--- src/rtl/interleaver_pingpong_ctrl_if.sv ---
// Handshake and RAM-port bundle for the ping-pong interleaver controller.
// The flush signal exists only when INTLV_FLUSH_EN is defined.
interface interleaver_pingpong_ctrl_if #(
    parameter int AW = 8
);
    logic          data_in;
    logic          valid_in;
    logic          ready_out;
    logic          ram_wren;
    logic [AW:0]   ram_wraddr;
    logic          ram_wdata;
    logic          ram_rden;
    logic [AW:0]   ram_rdaddr;
    logic          ram_q;
    logic          data_out;
    logic          valid_out;
    logic          ready_in;
    logic          block_start;
`ifdef INTLV_FLUSH_EN
    logic          flush;
`endif

    // Both sides use strict valid/ready: a transfer happens on a clock edge
    // where valid and ready are both high; valid never waits for ready.
    modport master (
`ifdef INTLV_FLUSH_EN
        input  flush,
`endif
        input  data_in, valid_in, ram_q, ready_in,
        output ready_out, ram_wren, ram_wraddr, ram_wdata,
        output ram_rden, ram_rdaddr, data_out, valid_out, block_start
    );

    modport slave (
`ifdef INTLV_FLUSH_EN
        output flush,
`endif
        output data_in, valid_in, ram_q, ready_in,
        input  ready_out, ram_wren, ram_wraddr, ram_wdata,
        input  ram_rden, ram_rdaddr, data_out, valid_out, block_start
    );
endinterface

--- src/rtl/interleaver_pingpong_ctrl.sv ---
// Two-bank WiMAX block interleaver sequencer: permuted writes into one bank,
// sequential reads from the other. Optional flush input under INTLV_FLUSH_EN.
module interleaver_pingpong_ctrl #(
    parameter int Ncbps = 192,
    parameter int Ncpc  = 2,
    parameter int d     = 16
) (
    input  logic clk,
    input  logic reset,
    interleaver_pingpong_ctrl_if.master bus
);
    localparam int AW   = $clog2(Ncbps);
    localparam int ROWS = Ncbps / d;
    localparam int S    = Ncpc / 2;
    localparam int CW   = (d > 1) ? $clog2(d) : 1;
    localparam int RW   = (ROWS > 1) ? $clog2(ROWS) : 1;

    logic [CW-1:0] col_q, col_d;
    logic [RW-1:0] row_q, row_d;
    logic [AW-1:0] rd_idx_q, rd_idx_d;
    logic [1:0]    full_q, full_d;
    logic          wr_bank_q, wr_bank_d;
    logic          rd_bank_q, rd_bank_d;
    logic          valid_out_q, valid_out_d;
    logic          block_start_q, block_start_d;

    logic [AW-1:0] mk;
    logic [AW-1:0] jk;
    logic          flush_now;
    logic          wr_fire;
    logic          wr_last;
    logic          rd_last;

`ifdef INTLV_FLUSH_EN
    assign flush_now = bus.flush;
`else
    assign flush_now = 1'b0;
`endif

    // First permutation from the column/row counters; the second one only
    // touches the LSB when s = 2 because Ncbps is even.
    assign mk = AW'(ROWS) * AW'(col_q) + AW'(row_q);

    if (S == 2) begin : g_s2
        assign jk = {mk[AW-1:1], mk[0] ^ col_q[0]};
    end else begin : g_s1
        assign jk = mk;
    end

    assign bus.ready_out   = !reset && !full_q[wr_bank_q];
    assign wr_fire         = bus.valid_in && bus.ready_out && !flush_now;
    assign wr_last         = (col_q == CW'(d - 1)) && (row_q == RW'(ROWS - 1));
    assign bus.ram_wren    = wr_fire;
    assign bus.ram_wraddr  = {wr_bank_q, jk};
    assign bus.ram_wdata   = bus.data_in;

    assign bus.ram_rden    = !reset && full_q[rd_bank_q] && (!valid_out_q || bus.ready_in);
    assign rd_last         = (rd_idx_q == AW'(Ncbps - 1));
    assign bus.ram_rdaddr  = {rd_bank_q, rd_idx_q};
    assign bus.data_out    = bus.ram_q;
    assign bus.valid_out   = valid_out_q;
    assign bus.block_start = block_start_q;

    always_comb begin
        col_d         = col_q;
        row_d         = row_q;
        rd_idx_d      = rd_idx_q;
        full_d        = full_q;
        wr_bank_d     = wr_bank_q;
        rd_bank_d     = rd_bank_q;

        if (flush_now) begin
            col_d = '0;
            row_d = '0;
        end else if (wr_fire) begin
            if (wr_last) begin
                col_d             = '0;
                row_d             = '0;
                full_d[wr_bank_q] = 1'b1;
                wr_bank_d         = !wr_bank_q;
            end else if (col_q == CW'(d - 1)) begin
                col_d = '0;
                row_d = row_q + 1'b1;
            end else begin
                col_d = col_q + 1'b1;
            end
        end

        // A release always hits the other bank from a completing write.
        if (bus.ram_rden) begin
            if (rd_last) begin
                rd_idx_d          = '0;
                full_d[rd_bank_q] = 1'b0;
                rd_bank_d         = !rd_bank_q;
            end else begin
                rd_idx_d = rd_idx_q + 1'b1;
            end
        end

        valid_out_d   = bus.ram_rden || (valid_out_q && !bus.ready_in);
        block_start_d = bus.ram_rden ? (rd_idx_q == '0) : (block_start_q && !bus.ready_in);
    end

    always_ff @(posedge clk) begin
        if (reset) begin
            col_q         <= '0;
            row_q         <= '0;
            rd_idx_q      <= '0;
            full_q        <= '0;
            wr_bank_q     <= 1'b0;
            rd_bank_q     <= 1'b0;
            valid_out_q   <= 1'b0;
            block_start_q <= 1'b0;
        end else begin
            col_q         <= col_d;
            row_q         <= row_d;
            rd_idx_q      <= rd_idx_d;
            full_q        <= full_d;
            wr_bank_q     <= wr_bank_d;
            rd_bank_q     <= rd_bank_d;
            valid_out_q   <= valid_out_d;
            block_start_q <= block_start_d;
        end
    end
endmodule

--- src/flat_wrapper.sv ---
// flat-port wrapper written by rule: the top's interface ports become plain ports
module interleaver_pingpong_ctrl_flat 
#(
    parameter int Ncbps = 192,
    parameter int Ncpc  = 2,
    parameter int d     = 16
)
  (clk, reset, bus_data_in, bus_valid_in, bus_ram_q, bus_ready_in, bus_ready_out, bus_ram_wren, bus_ram_wraddr, bus_ram_wdata, bus_ram_rden, bus_ram_rdaddr, bus_data_out, bus_valid_out, bus_block_start);
  interleaver_pingpong_ctrl_if #(.AW(($clog2((192))))) bus_i ();
  input  logic clk;
  input  logic reset;
  input wire logic [$bits(bus_i.data_in)-1:0] bus_data_in;
  input wire logic [$bits(bus_i.valid_in)-1:0] bus_valid_in;
  input wire logic [$bits(bus_i.ram_q)-1:0] bus_ram_q;
  input wire logic [$bits(bus_i.ready_in)-1:0] bus_ready_in;
  output wire logic [$bits(bus_i.ready_out)-1:0] bus_ready_out;
  output wire logic [$bits(bus_i.ram_wren)-1:0] bus_ram_wren;
  output wire logic [$bits(bus_i.ram_wraddr)-1:0] bus_ram_wraddr;
  output wire logic [$bits(bus_i.ram_wdata)-1:0] bus_ram_wdata;
  output wire logic [$bits(bus_i.ram_rden)-1:0] bus_ram_rden;
  output wire logic [$bits(bus_i.ram_rdaddr)-1:0] bus_ram_rdaddr;
  output wire logic [$bits(bus_i.data_out)-1:0] bus_data_out;
  output wire logic [$bits(bus_i.valid_out)-1:0] bus_valid_out;
  output wire logic [$bits(bus_i.block_start)-1:0] bus_block_start;
  assign bus_i.data_in = bus_data_in;
  assign bus_i.valid_in = bus_valid_in;
  assign bus_i.ram_q = bus_ram_q;
  assign bus_i.ready_in = bus_ready_in;
  assign bus_ready_out = bus_i.ready_out;
  assign bus_ram_wren = bus_i.ram_wren;
  assign bus_ram_wraddr = bus_i.ram_wraddr;
  assign bus_ram_wdata = bus_i.ram_wdata;
  assign bus_ram_rden = bus_i.ram_rden;
  assign bus_ram_rdaddr = bus_i.ram_rdaddr;
  assign bus_data_out = bus_i.data_out;
  assign bus_valid_out = bus_i.valid_out;
  assign bus_block_start = bus_i.block_start;
  interleaver_pingpong_ctrl #(.Ncbps(Ncbps), .Ncpc(Ncpc), .d(d)) u_core (.clk(clk), .reset(reset), .bus(bus_i));
endmodule
--- config.mk ---
export PLATFORM = sky130hd
export DESIGN_NAME = interleaver_pingpong_ctrl_flat
export DESIGN_NICKNAME = d
export VERILOG_FILES = /design/src/rtl/interleaver_pingpong_ctrl_if.sv /design/src/rtl/interleaver_pingpong_ctrl.sv /design/src/flat_wrapper.sv
export SDC_FILE = /design/constraint.sdc
export NUM_CORES = 1
export LEC_CHECK = 0
export ABC_AREA = 1
export CAP_MARGIN = 15
export CORE_AREA = 2 2 73 47
export CTS_BUF_LIST = sky130_fd_sc_hd__clkbuf_8 sky130_fd_sc_hd__clkbuf_16
export CTS_CLUSTER_SIZE = 30
export DETAILED_ROUTE_END_ITERATION = 6
export DIE_AREA = 0 0 75 49
export PLACE_DENSITY = 0.79
export SETUP_SLACK_MARGIN = 0.2
export SLEW_MARGIN = 20
export SYNTH_ARGS = -nofsm -noshare
export SYNTH_HDL_FRONTEND = slang
export SYNTH_SLANG_ARGS = --single-unit
--- constraint.sdc ---
create_clock -name clk -period 1.9 [get_ports clk]
set_input_delay 0.19 -clock clk [delete_from_list [all_inputs] [get_ports clk]]
set_output_delay 0.19 -clock clk [all_outputs]
set_load 0.05 [all_outputs]
==> results.sh, run 1 <==
export IMPL_r2r_end="u_core.full_q[0]$_SDFF_PP0_"
export IMPL_drt_wl_total_um=3507
export IMPL_critPathArrivalTime_ns=1.93
export IMPL_min_path_type="primary input to output port"
export IMPL_finalCritPeriodShare_pct=111.7
export IMPL_grt_pass1_wl_um=5775
export IMPL_nNetsFinal=263
export IMPL_path_clk_slew_ns=0.09
export IMPL_drv_cap=0
export IMPL_hpwl_um=2604
export IMPL_drive_gt1_share_pct=26.34
export IMPL_dr_total_vias=1398
export IMPL_p_per_area_nw_per_um2=475.1
export IMPL_synth_seq_cells=22
export IMPL_synthesis_instances=210
export IMPL_hold_path_depth=0
export IMPL_place_ws_ns=0.03374
export IMPL_cts_tree="built"
export IMPL_die_w_um=75
export IMPL_violations="negative setup slack"
export IMPL_cts_max_level=1
export IMPL_cts_made_buffers=3
export IMPL_rows=16
export IMPL_place_gp_congestion=0.8516
export IMPL_period_needed_ns=2.122
export IMPL_grt_pass1_vias=1256
export IMPL_crit_start="u_core.col_q[0]$_SDFFE_PP0N_"
export IMPL_start_util_pct=48.94
export IMPL_antenna_found_initial=0
export IMPL_clock_skew_final_ns=0.009847
export IMPL_status="finished with violations"
export IMPL_hold_path_startpoint="bus_ram_q"
export IMPL_drtPass1Iterations=4
export IMPL_yosysUniqueCellTypes=28
export IMPL_ant_nets=0
export IMPL_via_per_inst=4.854
export IMPL_dieArea_um2=3675
export IMPL_irDropWorstVdd_mv=0.4294
export IMPL_num_antenna_cells=0
export IMPL_core_area_um2=3063
export IMPL_clock_root_buffer="clkbuf_8"
export IMPL_finalWorstSetupSlack_ns=-0.2217
export IMPL_grt_usage_pct=20.66
export IMPL_setup_viol=4
export IMPL_drt_first_iter_violations=129
export IMPL_power_leakage_nw=1.042
export IMPL_syn_area_um2=1499
export IMPL_avgSynthCellArea_um2=7.138
export IMPL_clock_sinks=22
export IMPL_finalSetupTns_ns=-0.8356
export IMPL_final_common_cell="nand2_1"
export IMPL_final_hold_violation_count=0
export IMPL_yosysWarnings=0
export IMPL_syn_to_final_growth_pct=44.41
export IMPL_most_common_layout_cells="nand2_1, inv_1, nor2_1"
export IMPL_overflow=0
export IMPL_hold_end="bus_data_out"
export IMPL_clk_latency_ns=0.27
export IMPL_grt_max_degree=14
export IMPL_die_y_um=49
export IMPL_slew_headroom_pct=65.92
export IMPL_crit_slowest_cell="fa_2"
export IMPL_drcViolationCount=0
export IMPL_avgRoutedWirePerCell_um=12.18
export IMPL_fmax_ghz=0.4713
export IMPL_worstPathCellList="ha_4 > fa_2 > buf_4 > buf_4 > xor2_2 > buf_12"
export IMPL_reg2regPathDepth=10
export IMPL_reg2reg_setup_slack_ns=0.31
export IMPL_cp_data_required_time_ns=1.71
export IMPL_cp_max_fo=4
export IMPL_rsz0062_at_grt="yes"
export IMPL_ctsHoldBuffers=0
export IMPL_io_pins=31
export IMPL_crit_type="flip-flop to output port"
export IMPL_tightest_slew_ns=0.5096
export IMPL_cts_buffer_depth=2
export IMPL_cp_start_kind="flip-flop"
export IMPL_critical_path_most_common_cell="buf_4"
export IMPL_slew_violations=0
export IMPL_yosysSeqAreaShare_pct=29.38
export IMPL_critPathCaptureType="output port"
export IMPL_io_buffers=26
export IMPL_max_stage_delay_ns=0.56
export IMPL_syn_nets=229
export IMPL_r2r_start="u_core.col_q[3]$_SDFFE_PP0N_"
## kinds of logic (layout without fill, tap and decap cells)
group           after synthesis  count (layout)  synth area share, %
compound gates               26              26                9.182
flops                        22              22                29.38
xor+xnor                      7               7                4.090
simple gates                104             104                32.89
fa+ha+maj                    13              13                11.85
buf+inv                      38              71                12.60
## worst max-delay path: cells and delay by family (launching register included)
kind | cells | cell delay, ns
buffers and inverters | 3 | 0.38
flip-flops | 1 | 0.38
XOR/XNOR | 1 | 0.17
adder cells (fa/ha/maj) | 2 | 0.72
## flip-flops by register name, summed over array words and instances (netlist names)
| register | flops |
|---|---|
| u_core.row_q | 4 |
| u_core.col_q | 4 |
| u_core.rd_idx_q | 8 |
| u_core.rd_bank_q | 1 |
| u_core.full_q | 2 |
| u_core.bus.block_start | 1 |
| u_core.bus.valid_out | 1 |
| u_core.wr_bank_q | 1 |
## worst max-delay path by stage
stage	endpoint	slack [ns]	cells after the start
6_report	bus_ram_wraddr[4]	-0.22	6
5_1_grt	bus_ram_wraddr[7]	-0.32	8
4_1_cts	bus_ram_wraddr[7]	-0.23	8
3_5_place_dp	bus_ram_wraddr[7]	0.03	8
3_3_place_gp	bus_ram_wraddr[7]	0.05	8
2_1_floorplan	bus_ram_wraddr[4]	0.03	3
## routing by layer
layer,up-vias,global-route usage (%),part of all wire [%]
met2,47,28.51,42
met3,2,5.992,7.0
met5,-,0,0
met1,620,32.30,51
met4,0,2.976,0.26
li1,729,-,-
## metrics by stage
| step | hold slack (ns) | power, mW | utilization (%) | instance area (um2) | instances |
|---|---|---|---|---|---|
| finish | 0.3801 | 1.029 | 70.67 | 2165 | 288 |
| global route | 0.3803 | 1.062 | 70.67 | 2165 | 288 |
| CTS | 0.3803 | 1.026 | 69.69 | 2135 | 287 |
| detailed placement | 0.3803 | 0.5832 | 66.01 | 2022 | 282 |
| global placement | 0.3803 | 0.5816 | 66.01 | 2022 | 282 |
| floorplan | 0.3696 | 0.5468 | - | 1617 | 210 |
## synthesized netlist by cell type, drive strengths merged
master	number	area share (%)
dfxtp	22	29
nor3	3	1.0
o21ai	10	3.8
xor2	7	4.1
nand3	15	5.3
nand2	50	13
nand3b	1	1.3
buf	10	5.6
fa	2	2.7
nand4	5	3.5
ha	11	9.2
inv	28	7.0
and3	1	0.42
a21oi	16	5.3
nor2	27	7.4
or2	2	0.84
## area by class of cell
class | instances | area (um2)
Timing Repair Buffer | 39 | 461.7
Clock buffer | 3 | 41.29
Inverter | 28 | 105.1
Multi-Input combinational cell | 150 | 1020
Tap cell | 45 | 56.30
Sequential cell | 22 | 450.4
Clock inverter | 1 | 30.03
Fill cell | 237 | 898.4
## where the power goes
part	switching [mW]	internal, mW	leakage (nW)	total (mW)
clock network	0.166	0.282	0.0357	0.448
registers	0.00456	0.461	0.180	0.466
logic	0.0623	0.0522	0.826	0.115
total	0.233	0.796	1.04	1.03
## what timing repair did
item | CTS | global route
buffers inserted | 1 | 1
pin swaps | 4 | 3
resized for setup | 13 | 10
endpoints found under the setup margin | 10 | 11
No activity file was read; power rests on OpenSTA's default activity.
==> run 2: changes to the inputs <==
Settings changed: ABC_CLOCK_PERIOD_IN_PS set to 1900, PLACE_DENSITY 0.79 to unset, PLACE_DENSITY_LB_ADDON set to 0.05.
==> run 2 against run 1 <==
  * The flow still finishes with violations (negative setup slack)
  * Combinational power down 6%
  * Worst hold slack about the same
  * Count of clock-buffer cells in the layout up 1
  * Sequential power about the same
  * Worst setup slack better by 0.0058 ns
  * Total power down 11%
  * Global-route usage up 0.10 points
  * Largest power group unchanged
==> results.sh, run 2 (same netlist as run 1, synthesis figures left out) <==
export IMPL_power_leakage_nw=1.021
export IMPL_cts_buffer_depth=2
export IMPL_nNetsFinal=263
export IMPL_final_cells=288
export IMPL_grt_pass1_wl_um=5989
export IMPL_final_hold_violation_count=0
export IMPL_dp_cells=282
export IMPL_sw_frac_of_total_pct=24.32
export IMPL_clock_sinks=22
export IMPL_top_regs="u_core.rd_idx_q: 8 flops, u_core.col_q: 4 flops, u_core.row_q: 4 flops"
export IMPL_drt_first_iter_violations=52
export IMPL_dieArea_um2=3675
export IMPL_io_pins=31
export IMPL_violations="negative setup slack"
export IMPL_fmax_ghz=0.4726
export IMPL_min_path_type="primary input to output port"
export IMPL_irDropWorstVdd_mv=0.4014
export IMPL_clk_latency_ns=0.27
export IMPL_dr_total_vias=1378
export IMPL_io_buffers=26
export IMPL_overflow=0
export IMPL_period_needed_ns=2.116
export IMPL_cp_data_required_time_ns=1.71
export IMPL_slew_violations=0
export IMPL_die_y_um=49
export IMPL_drt_wl_total_um=3473
export IMPL_drcViolationCount=0
export IMPL_most_common_layout_cells="nand2_1, inv_1, nor2_1"
export IMPL_power_internal_uw=694.4
export IMPL_path_clk_slew_ns=0.08
export IMPL_core_area_um2=3063
export IMPL_drv_cap=0
export IMPL_reg2reg_setup_slack_ns=0.35
export IMPL_ctsHoldBuffers=0
export IMPL_top_register="u_core.rd_idx_q"
export IMPL_stdcell_area_um2=2152
export IMPL_critPathBufInv=1
export IMPL_die_w_um=75
export IMPL_grt_max_degree=13
export IMPL_drive_gt1_share_pct=27.16
export IMPL_cts_made_buffers=3
export IMPL_rows=16
export IMPL_clkPwrFrac_pct=37.5
export IMPL_critPathCaptureType="output port"
export IMPL_seqPwrFrac_pct=50.8
export IMPL_cp_max_fo=4
export IMPL_clock_skew_final_ns=0.004261
export IMPL_status="finished with violations"
export IMPL_max_stage_delay_ns=0.57
export IMPL_crit_slowest_cell="fa_2"
export IMPL_final_common_cell="nand2_1"
export IMPL_syn_to_final_growth_pct=43.57
export IMPL_num_antenna_cells=0
export IMPL_via_per_inst=4.785
export IMPL_slew_headroom_pct=65.72
export IMPL_drtPass1Iterations=4
export IMPL_grt_usage_pct=20.76
export IMPL_avgRoutedWirePerCell_um=12.06
export IMPL_combPwrFrac_pct=11.8
export IMPL_dpl_cell_area_um2=2022
export IMPL_cts_tree="built"
export IMPL_p_per_area_nw_per_um2=426.4
export IMPL_place_ws_ns=0.007005
export IMPL_crit_family="adder cells"
export IMPL_antenna_found_initial=0
export IMPL_start_util_pct=48.94
export IMPL_place_gp_congestion=0.8670
export IMPL_setup_viol=4
export IMPL_p_sw_uw=223.1
export IMPL_rsz0062_at_grt="yes"
export IMPL_finalCritPeriodShare_pct=111.4
export IMPL_largest_reg_flops=8
export IMPL_tightest_slew_ns=0.5126
export IMPL_crit_type="flip-flop to output port"
export IMPL_clock_root_buffer="clkbuf_8"
export IMPL_hpwl_um=2720
export IMPL_finalWorstSetupSlack_ns=-0.2159
export IMPL_grt_pass1_vias=1287
export IMPL_critPathArrivalTime_ns=1.93
export IMPL_cp_start_kind="flip-flop"
export IMPL_ant_nets=0
export IMPL_cts_max_level=1
export IMPL_worstPathCellList="ha_4 > fa_2 > nand2_2 > nor2_4 > xor2_4 > buf_12"
run 2: cell types whose count changed in the layout (fill, tap and decap cells not counted), sizes merged:
cell,before,now
bufinv,1,0
clkbuf,3,4
clkdlybuf4s50,7,8
dlymetal6s2s,5,4
run 2: metrics by stage:
step | TNS, ns | util (%) | total power [mW] | hold WS, ns
2_1_floorplan | 0 | - | 0.5468 | 0.3696
3_3_place_gp | 0 | 66.01 | 0.5797 | 0.3806
3_5_place_dp | 0 | 66.01 | 0.5814 | 0.3806
4_1_cts | -0.8296 | 68.91 | 0.9192 | 0.3806
5_1_grt | -1.035 | 70.26 | 0.9516 | 0.3801
6_report | -0.7767 | 70.26 | 0.9175 | 0.3800
run 2: worst paths after layout:
kind	startpoint	depth (start not counted)	end
max reg2reg	u_core.col_q[2]$_SDFFE_PP0N_	10	u_core.full_q[0]$_SDFF_PP0_
max	u_core.col_q[1]$_SDFFE_PP0N_	6	bus_ram_wraddr[6]
min	bus_ram_q	0	bus_data_out
min reg2reg	u_core.rd_idx_q[0]$_SDFFE_PP0P_	2	u_core.rd_idx_q[0]$_SDFFE_PP0P_
run 2: metal layers:
layer / part of all wire (%) / GRT usage, %
met5: 0 / 0
met4: 0.32 / 1.488
met3: 5.8 / 5.579
met2: 42 / 30.26
met1: 52 / 31.84
run 2: cell type report:
| cell class | count | area (um2) |
|---|---|---|
| multi-input combinational | 150 | 1025 |
| fill | 256 | 910.9 |
| timing repair buffer | 39 | 459.2 |
| sequential | 22 | 451.7 |
| inverter | 28 | 105.1 |
| tap | 45 | 56.30 |
| clock buffer | 4 | 55.05 |
run 2: power groups by stage:
| stage | registers [mW] | logic (mW) | clock network (mW) |
|---|---|---|---|
| final | 0.466 | 0.108 | 0.344 |
| after global routing | 0.467 | 0.114 | 0.371 |
| after CTS | 0.466 | 0.107 | 0.346 |
| after detailed placement | 0.477 | 0.104 | 0 |
| after global placement | 0.477 | 0.103 | 0 |
| after floorplan | 0.478 | 0.0690 | 0 |
run 2: worst register-to-register path, cell delays in order, from the launching register on:
cell and delay (ns):
dfxtp_1 0.35, buf_4 0.15, ha_1 0.20, nand2_2 0.11, inv_2 0.09, nand4_2 0.14
nor2_2 0.18, nand2_1 0.09, nand2_1 0.06, nand2_1 0.05, nor2_1 0.08
run 2: timing repair:
item / CTS / global route
pin swaps: 4 / 4
setup endpoints to repair: 10 / 11
gates resized for setup: 13 / 11
buffers inserted: 1 / 1
==> run 3: changes to the inputs <==
Settings changed: GPL_ROUTABILITY_DRIVEN set to 1.
==> results of run 3 <==
The final DEF is identical to that of run 2; final timing and power are the same.
